`src/rtl/apb_cfg_master_pkg.sv`:
```
// apb_cfg_master_pkg: shared FSM state and request/response types for the APB configuration initiator
package apb_cfg_master_pkg;
  localparam int AW = 32;
  localparam int DW = 32;
  typedef enum logic [1:0] {IDLE, SETUP, ACCESS, RESP} state_e;
  typedef struct packed {
    logic [AW-1:0] addr;
    logic          write;
    logic [DW-1:0] wdata;
  } req_t;
  typedef struct packed {
    logic [DW-1:0] rdata;
    logic          err;
    logic          timeout;
  } rsp_t;
endpackage

```
`src/rtl/apb_cfg_master_timeout.sv`:
```
// apb_cfg_master_timeout: saturating stall counter that flags the LIMIT-th stalled ACCESS cycle
// Ports: i_clk, i_rst (sync, active-high), i_clr (zero the count), i_en (count a stalled cycle),
// o_expired (high in the stalled cycle that reaches LIMIT).
module apb_cfg_master_timeout #(
  parameter int LIMIT = 256
) (
  input  logic i_clk,
  input  logic i_rst,
  input  logic i_clr,
  input  logic i_en,
  output logic o_expired
);
  localparam int W = $clog2(LIMIT + 1);
  localparam logic [W-1:0] MAX = W'(LIMIT);
  localparam logic [W-1:0] LAST = W'(LIMIT - 1);
  logic [W-1:0] r_cnt;
  always_ff @(posedge i_clk)
    if (i_rst || i_clr) r_cnt <= '0;
    else if (i_en && r_cnt != MAX) r_cnt <= r_cnt + 1'b1;
  // the count holds the stalls already seen, so the current stall is number r_cnt+1
  assign o_expired = i_en && r_cnt == LAST;
endmodule

```
`src/rtl/apb_cfg_master.sv`:
```
// apb_cfg_master: single-outstanding APB3 initiator for configuration reads/writes
// Ports: clk_i, rst_i (sync, active-high); req_* valid/ready request (write, addr, wdata);
// rsp_* valid/ready response (rdata, err, timeout); psel/penable/pwrite/paddr/pwdata out,
// prdata/pready/pslverr in. Define APB_CFG_MASTER_TIMEOUT_EN to abort stalled ACCESS phases.
module apb_cfg_master
  import apb_cfg_master_pkg::*;
#(
  parameter int APB_ADDR_WIDTH = 32,
  parameter int APB_DATA_WIDTH = 32,
  parameter int TIMEOUT_CYCLES = 256
) (
  input  logic                      clk_i,
  input  logic                      rst_i,
  input  logic                      req_valid_i,
  output logic                      req_ready_o,
  input  logic                      req_write_i,
  input  logic [APB_ADDR_WIDTH-1:0] req_addr_i,
  input  logic [APB_DATA_WIDTH-1:0] req_wdata_i,
  output logic                      rsp_valid_o,
  input  logic                      rsp_ready_i,
  output logic [APB_DATA_WIDTH-1:0] rsp_rdata_o,
  output logic                      rsp_err_o,
  output logic                      rsp_timeout_o,
  output logic                      psel_o,
  output logic                      penable_o,
  output logic                      pwrite_o,
  output logic [APB_ADDR_WIDTH-1:0] paddr_o,
  output logic [APB_DATA_WIDTH-1:0] pwdata_o,
  input  logic [APB_DATA_WIDTH-1:0] prdata_i,
  input  logic                      pready_i,
  input  logic                      pslverr_i
);
  state_e r_state, w_next;
  logic [APB_ADDR_WIDTH-1:0] r_addr;
  logic [APB_DATA_WIDTH-1:0] r_wdata, r_rdata;
  logic r_write, r_err, w_expired, w_done;
`ifdef APB_CFG_MASTER_TIMEOUT_EN
  logic r_to;
  apb_cfg_master_timeout #(.LIMIT(TIMEOUT_CYCLES)) u_timeout (
    .i_clk     (clk_i),
    .i_rst     (rst_i),
    .i_clr     (r_state == SETUP),
    .i_en      (r_state == ACCESS && !pready_i),
    .o_expired (w_expired)
  );
  assign rsp_timeout_o = r_to;
`else
  assign w_expired = 1'b0;
  assign rsp_timeout_o = 1'b0;
`endif
  // a ready slave beats the timeout when both land in the same cycle
  assign w_done = r_state == ACCESS && (pready_i || w_expired);
  always_comb begin
    w_next = r_state;
    case (r_state)
      IDLE:    w_next = req_valid_i ? SETUP : IDLE;
      SETUP:   w_next = ACCESS;
      ACCESS:  w_next = w_done ? RESP : ACCESS;
      RESP:    w_next = rsp_ready_i ? IDLE : RESP;
      default: w_next = IDLE;
    endcase
    req_ready_o = r_state == IDLE;
    psel_o      = r_state == SETUP || r_state == ACCESS;
    penable_o   = r_state == ACCESS;
    rsp_valid_o = r_state == RESP;
  end
  always_ff @(posedge clk_i)
    if (rst_i) begin
      r_state <= IDLE;
      r_addr  <= '0;
      r_write <= 1'b0;
      r_wdata <= '0;
      r_rdata <= '0;
      r_err   <= 1'b0;
`ifdef APB_CFG_MASTER_TIMEOUT_EN
      r_to    <= 1'b0;
`endif
    end else begin
      r_state <= w_next;
      if (r_state == IDLE && req_valid_i) begin
        r_addr  <= req_addr_i;
        r_write <= req_write_i;
        r_wdata <= req_wdata_i;
      end
      if (w_done) begin
        r_err   <= pready_i ? pslverr_i : 1'b1;
        r_rdata <= (pready_i && !r_write && !pslverr_i) ? prdata_i : '0;
`ifdef APB_CFG_MASTER_TIMEOUT_EN
        r_to    <= !pready_i;
`endif
      end
    end
  assign paddr_o     = r_addr;
  assign pwrite_o    = r_write;
  assign pwdata_o    = r_wdata;
  assign rsp_rdata_o = r_rdata;
  assign rsp_err_o   = r_err;
endmodule

```
`config.mk`:
```
export PLATFORM = sky130hd
export DESIGN_NAME = apb_cfg_master
export DESIGN_NICKNAME = d
export VERILOG_FILES = /design/src/rtl/apb_cfg_master_pkg.sv /design/src/rtl/apb_cfg_master_timeout.sv /design/src/rtl/apb_cfg_master.sv
export SDC_FILE = /design/constraint.sdc
export NUM_CORES = 1
export LEC_CHECK = 0
export BUFFER_PORTS_ARGS = -buffer_cell sky130_fd_sc_hd__clkbuf_2
export CAP_MARGIN = 0
export CORE_MARGIN = 2
export CORE_UTILIZATION = 50
export DETAILED_ROUTE_END_ITERATION = 6
export PLACE_DENSITY_LB_ADDON = 0.1
export SYNTH_ARGS = -nofsm -noshare
export SYNTH_HDL_FRONTEND = slang
export SYNTH_HIERARCHICAL = 1
export SYNTH_SLANG_ARGS = --single-unit
```
`constraint.sdc`:
```
create_clock -name clk_i -period 3.8 [get_ports clk_i]
set_input_delay 0 -clock clk_i [delete_from_list [all_inputs] [get_ports clk_i]]
set_output_delay 0 -clock clk_i [all_outputs]
set_load 0.005 [all_outputs]
```
==> impl_metrics.json, run 1 <==
{
  "irDropWorstVdd_v": 0.000227,
  "grt_usage_pct": 23.4,
  "ys_ff_latch": 100,
  "rows": 34,
  "p_leak_nw": 2.76,
  "chipHeight_um": 97.7,
  "swShare_pct": 28.1,
  "totalWireLength_mm": 11.3,
  "ys_warn_count": 6,
  "clk_latency_ps": 350,
  "diodes": 0,
  "area_growth_pct": 40.8,
  "worstMarginPinSlew_ps": 1110,
  "synthDistinctLibCells": 21,
  "vias": 4111,
  "grt_max_degree": 102,
  "synth_cells": 431,
  "layout_commonest_cell": "clkbuf_2",
  "firstDrtPassIters": 5,
  "final_cells": 783,
  "p_switching_uw": 707,
  "route.detailed.drc": 0,
  "io_buffers": 204,
  "cp.required_ps": 4030,
  "cp_data_arrival_time_ps": 2390,
  "period_needed_ps": 2160,
  "critical_path.startpoint": "r_state[0]$_SDFF_PP0_",
  "hold_violations": 0,
  "powerDensity_mw_per_mm2": 406,
  "pwr-share-clk_pct": 29.0,
  "ios": 206,
  "die-area_sq_mm": 0.00954,
  "die_x_um": 97.7,
  "placedCellCount": 696,
  "max-cap-violations": 0,
  "fmax_ghz": 0.464,
  "routed_via_density": 5.25,
  "syn_nets": 538,
  "slew_violations": 0,
  "r2r_setup_slack_ps": 1640,
  "hpwlAfterDp_mm": 6.69,
  "fin_util_pct": 71.6,
  "cts_tree": "built",
  "first_iter_violations": 135,
  "antenna_found_initial": 0,
  "rr_startpoint": "r_state[0]$_SDFF_PP0_",
  "status": "completed",
  "ys_seq_area_share_pct": 45.6,
  "worst_setup_path_start_kind": "flop",
  "synthesis.area_sq_mm": 0.00439,
  "post_cts_buffers": 0,
  "tns_ps": 0,
  "crit_type": "flop to flop",
  "htreeDepth": 3,
  "drt-wirelength-per-cell_um": 14.4,
  "grt_pass1_wl_mm": 18.7,
  "hp-class": "input pin to flop",
  "drive_gt1_share_pct": 40.3,
  "timing.final.crit_share_pct": 56.8,
  "ant_nets": 0,
  "worstHoldStart": "prdata_i[9]",
  "slew_headroom_pct": 26.1,
  "syn_avg_cell_area_sq_um": 10.2,
  "setup_viol": 0,
  "clockRootBuffer": "clkbuf_8",
  "gp_congestion": 0.827,
  "clockBufferDepth": 2,
  "initial_core_util_pct": 50.8,
  "seqPwrFrac_pct": 46.5,
  "power_frac_comb_pct": 24.4,
  "dp_worst_setup_slack_ps": 1830,
  "crit_fanout": 5,
  "timing.final.ws_setup_ps": 1640,
  "globalRouteOverflowTotal": 0,
  "worstSetupEndpointType": "flop",
  "mostFrequentLayoutCells": "clkbuf_2 (202), dfxtp_1 (100), dlygate4sd3_1 (73)",
  "clk_pin_slew_ps": 90,
  "power.internal_mw": 1.80,
  "skew_ps": 8.50,
  "cts_made_buffers": 9,
  "fin_nets": 779,
  "whs_ps": 20.1,
  "grt_pass1_vias": 3863,
  "cts.sinks": 100,
  "fp.coreArea_sq_mm": 0.00864,
  "grt_setup_unrepaired": "false"
}
## worst paths after layout
kind                             endpoint  depth (start not counted)
max                rsp_err_o$_SDFFE_PP0P_                          6
min           rsp_rdata_o[9]$_SDFFE_PP0P_                          3
max reg2reg        rsp_err_o$_SDFFE_PP0P_                          6
min reg2reg  rsp_rdata_o[17]$_SDFFE_PP0P_                          1
## state kept, by name, summed over array words and instances (netlist names)
signal,count
rsp_err_o,1
r_state,2
pwdata_o,32
pwrite_o,1
paddr_o,32
rsp_rdata_o,32
## kinds of logic (layout without fill, tap and decap cells)
group	after synthesis	count (layout)	share of synthesized area (%)
other	1	1	0.0855
AND/OR/NAND/NOR	104	104	12.9
buffers and inverters	55	299	8.58
flip-flops	100	100	45.6
AO/OA/AOI/OAI	167	167	31.7
adder cells (fa/ha/maj)	4	4	1.14
## synth_stat cells
library cell	instances	area (sq um)
dfxtp_1	100	2000
nand3_1	66	330
a21oi_1	52	260
a21bo_1	35	350
nor2b_1	34	213
a32o_1	32	320
a21bo_2	31	310
buf_2	28	140
a21oi_2	15	131
buf_6	15	169
buf_4	6	45.0
ha_1	4	50.1
clkbuf_1	3	11.3
inv_1	3	11.3
a221oi_1	1	8.76
a311oi_1	1	8.76
and2_4	1	8.76
conb_1	1	3.75
nand2_1	1	3.75
nand2b_1	1	6.26
nor2_1	1	3.75
## area by class of cell
class	instances	area, sq um
Tap cell	108	135
Clock inverter	4	75.1
Clock buffer	10	138
Timing Repair Buffer	282	1790
Fill cell	670	2460
Sequential cell	100	2000
Inverter	3	11.3
Multi-Input combinational cell	276	2020
## per-layer routing
layer,up-vias,wire length (um),GRT usage (%)
li1,2029,-,-
met1,1917,4900,30.7
met2,143,5580,37.3
met3,22,530,4.32
met4,0,265,11.1
met5,-,0,0
## worst max-delay path, stage by stage, from the launching register on
cell           delay, ps
dfxtp_1              350
inv_1                110
ha_1                 280
nand3_1              100
dlygate4sd3_1        550
a21oi_1               60
dlygate4sd3_1        600
## repair_timing
item | 4_1_cts | 5_1_grt
hold buffers | 73 | 0
hold endpoints to repair | 70 | 0
gates resized for setup | 0 | 0
## power by group through the flow
stage / combinational (mW) / sequential (mW) / clock, mW
3_5_place_dp: 0.551 / 1.19 / 0
4_1_cts: 0.614 / 1.17 / 0.759
2_1_floorplan: 0.396 / 1.19 / 0
5_1_grt: 0.684 / 1.18 / 0.788
3_3_place_gp: 0.539 / 1.19 / 0
6_report: 0.614 / 1.17 / 0.728
## through the flow
step	total power [mW]	instance area, sq um
global route	2.65	6180
CTS	2.54	6180
detailed placement	1.74	5240
finish	2.51	6180
floorplan	1.59	4390
global placement	1.73	5240
No activity file was read; power rests on OpenSTA's default activity.
==> run 2, diff against run 1 <==
- CORE_UTILIZATION: 50 -> 47
- clock period: 3.8 -> 2.1 ns (I/O delays scaled with it)
==> run 2 against run 1 <==
Count of clock-buffer cells in the layout increased by 1. Sequential share of layout area decreased by 0.14 points. Sequential power increased by 80%. Global-route usage decreased by 1.7 points. Final area increased by 0.45%. First-iteration DRC count increased by 3.7%. Total power increased by 78%.
==> impl_metrics.json, run 2 (synthesis results as in run 1) <==
{
  "globalRouteOverflowTotal": 0,
  "fmax_ghz": 0.508,
  "tns_ps": 0,
  "layout_commonest_cell": "clkbuf_2",
  "final_cells": 788,
  "crit_type": "flop to flop",
  "cts.sinks": 100,
  "fin_nets": 779,
  "fin_util_pct": 67.8,
  "placed_cell_area_sq_mm": 0.00531,
  "setup_viol": 0,
  "hp-class": "input pin to flop",
  "route.detailed.drc": 0,
  "io_buffers": 204,
  "drt-wirelength-per-cell_um": 14.7,
  "clockBufferDepth": 2,
  "design_area_sq_mm": 0.00621,
  "hold_violations": 0,
  "ios": 206,
  "slew_violations": 0,
  "cts_made_buffers": 9,
  "area_growth_pct": 41.5,
  "ant_nets": 0,
  "worstMarginPinSlew_ps": 533,
  "die_x_um": 101,
  "initial_core_util_pct": 47.9,
  "p_leak_nw": 2.77,
  "vias": 4125,
  "final.fill_count": 733,
  "dp_worst_setup_slack_ps": 651,
  "mostFrequentLayoutCells": "clkbuf_2 (202), dfxtp_1 (100), dlygate4sd3_1 (70)",
  "gp_congestion": 0.737,
  "grt_setup_unrepaired": "false",
  "die-area_sq_mm": 0.0101,
  "grt_max_degree": 81,
  "routed_via_density": 5.23,
  "powerDensity_mw_per_mm2": 721,
  "irDropWorstVdd_v": 0.000405,
  "multiInputGateArea_sq_mm": 0.00202,
  "period_needed_ps": 1970,
  "grt_pass1_vias": 3779,
  "crit_fanout": 80,
  "cts_tree": "built",
  "first_iter_violations": 140,
  "regArea_sq_mm": 0.00200,
  "grt_pass1_wl_mm": 17.9,
  "antenna_found_initial": 0,
  "drive_gt1_share_pct": 40.6,
  "fp.coreArea_sq_mm": 0.00915,
  "diodes": 0,
  "chipHeight_um": 101,
  "path_cells": "inv_1 > ha_4 > buf_12 > nor2b_1 > a311oi_1 > dlygate4sd3_1",
  "grt_usage_pct": 21.7,
  "timing.final.crit_share_pct": 93.8,
  "clk_pin_slew_ps": 100,
  "cp.required_ps": 2390,
  "cp_data_arrival_time_ps": 2250,
  "skew_ps": 8.66,
  "post_cts_buffers": 0,
  "clk_latency_ps": 350,
  "totalWireLength_mm": 11.6,
  "rows": 35,
  "max_stage_delay_ps": 600,
  "status": "completed",
  "r2r_setup_slack_ps": 130,
  "worst_setup_path_start_kind": "flop",
  "slew_headroom_pct": 64.5,
  "placedCellCount": 702,
  "htreeDepth": 3,
  "worstSetupEndpointType": "flop",
  "firstDrtPassIters": 4,
  "clockRootBuffer": "clkbuf_8",
  "timing.final.ws_setup_ps": 131,
  "hpwlAfterDp_mm": 6.99,
  "max-cap-violations": 0,
  "crit_slowest_cell": "dlygate4sd3_1"
}
==> run 2: cell type report <==
cell class	count	area share [%]
Multi-Input combinational cell	276	32.6
Sequential cell	100	32.3
Timing Repair Buffer	282	29.6
Tap cell	111	2.24
Clock buffer	11	2.12
Clock inverter	5	1.01
Inverter	3	0.181
==> run 2: final timing paths <==
check                                    start                      endpoint  depth (start not counted)
setup reg to reg         r_state[1]$_SDFF_PP0_         r_state[0]$_SDFF_PP0_                          6
setup / recovery         r_state[1]$_SDFF_PP0_         r_state[0]$_SDFF_PP0_                          6
hold / removal                    prdata_i[10]  rsp_rdata_o[10]$_SDFFE_PP0P_                          3
hold reg to reg   rsp_rdata_o[27]$_SDFFE_PP0P_  rsp_rdata_o[27]$_SDFFE_PP0P_                          1
==> run 2: metrics by stage <==
stage | power, mW | hold slack, ps
after global placement | 3.17 | 235
after global routing | 4.73 | 18.2
after floorplan | 2.88 | 145
after CTS | 4.51 | 4.68
after detailed placement | 3.19 | 240
final | 4.48 | 18.4
==> run 2: critical path: cells and delay by family, from the launching register on <==
family | cells | cell delay, ps
AO/OA/AOI/OAI | 1 | 250
adder cells (fa/ha/maj) | 1 | 190
buffers and inverters | 3 | 900
flip-flops | 1 | 400
AND/OR/NAND/NOR | 1 | 170
==> run 2: timing repair <==
item	4_1_cts	5_1_grt
gates resized for setup	0	0
endpoints found under the setup margin	0	1
hold buffers	70	0
endpoints found under the hold margin	68	0
==> run 2: power by group <==
group / switching, mW / internal, mW / leakage (nW)
clock: 0.651 / 0.557 / 0.0897
sequential: 0.0719 / 2.04 / 0.816
combinational: 0.598 / 0.559 / 1.86
total: 1.32 / 3.16 / 2.77
==> run 2: per-layer routing <==
| metal | wire length (um) | track usage (%) |
|---|---|---|
| met1 | 4950 | 26.6 |
| met2 | 5730 | 37.7 |
| met3 | 715 | 4.58 |
| met4 | 210 | 7.48 |
| met5 | 0 | 0 |
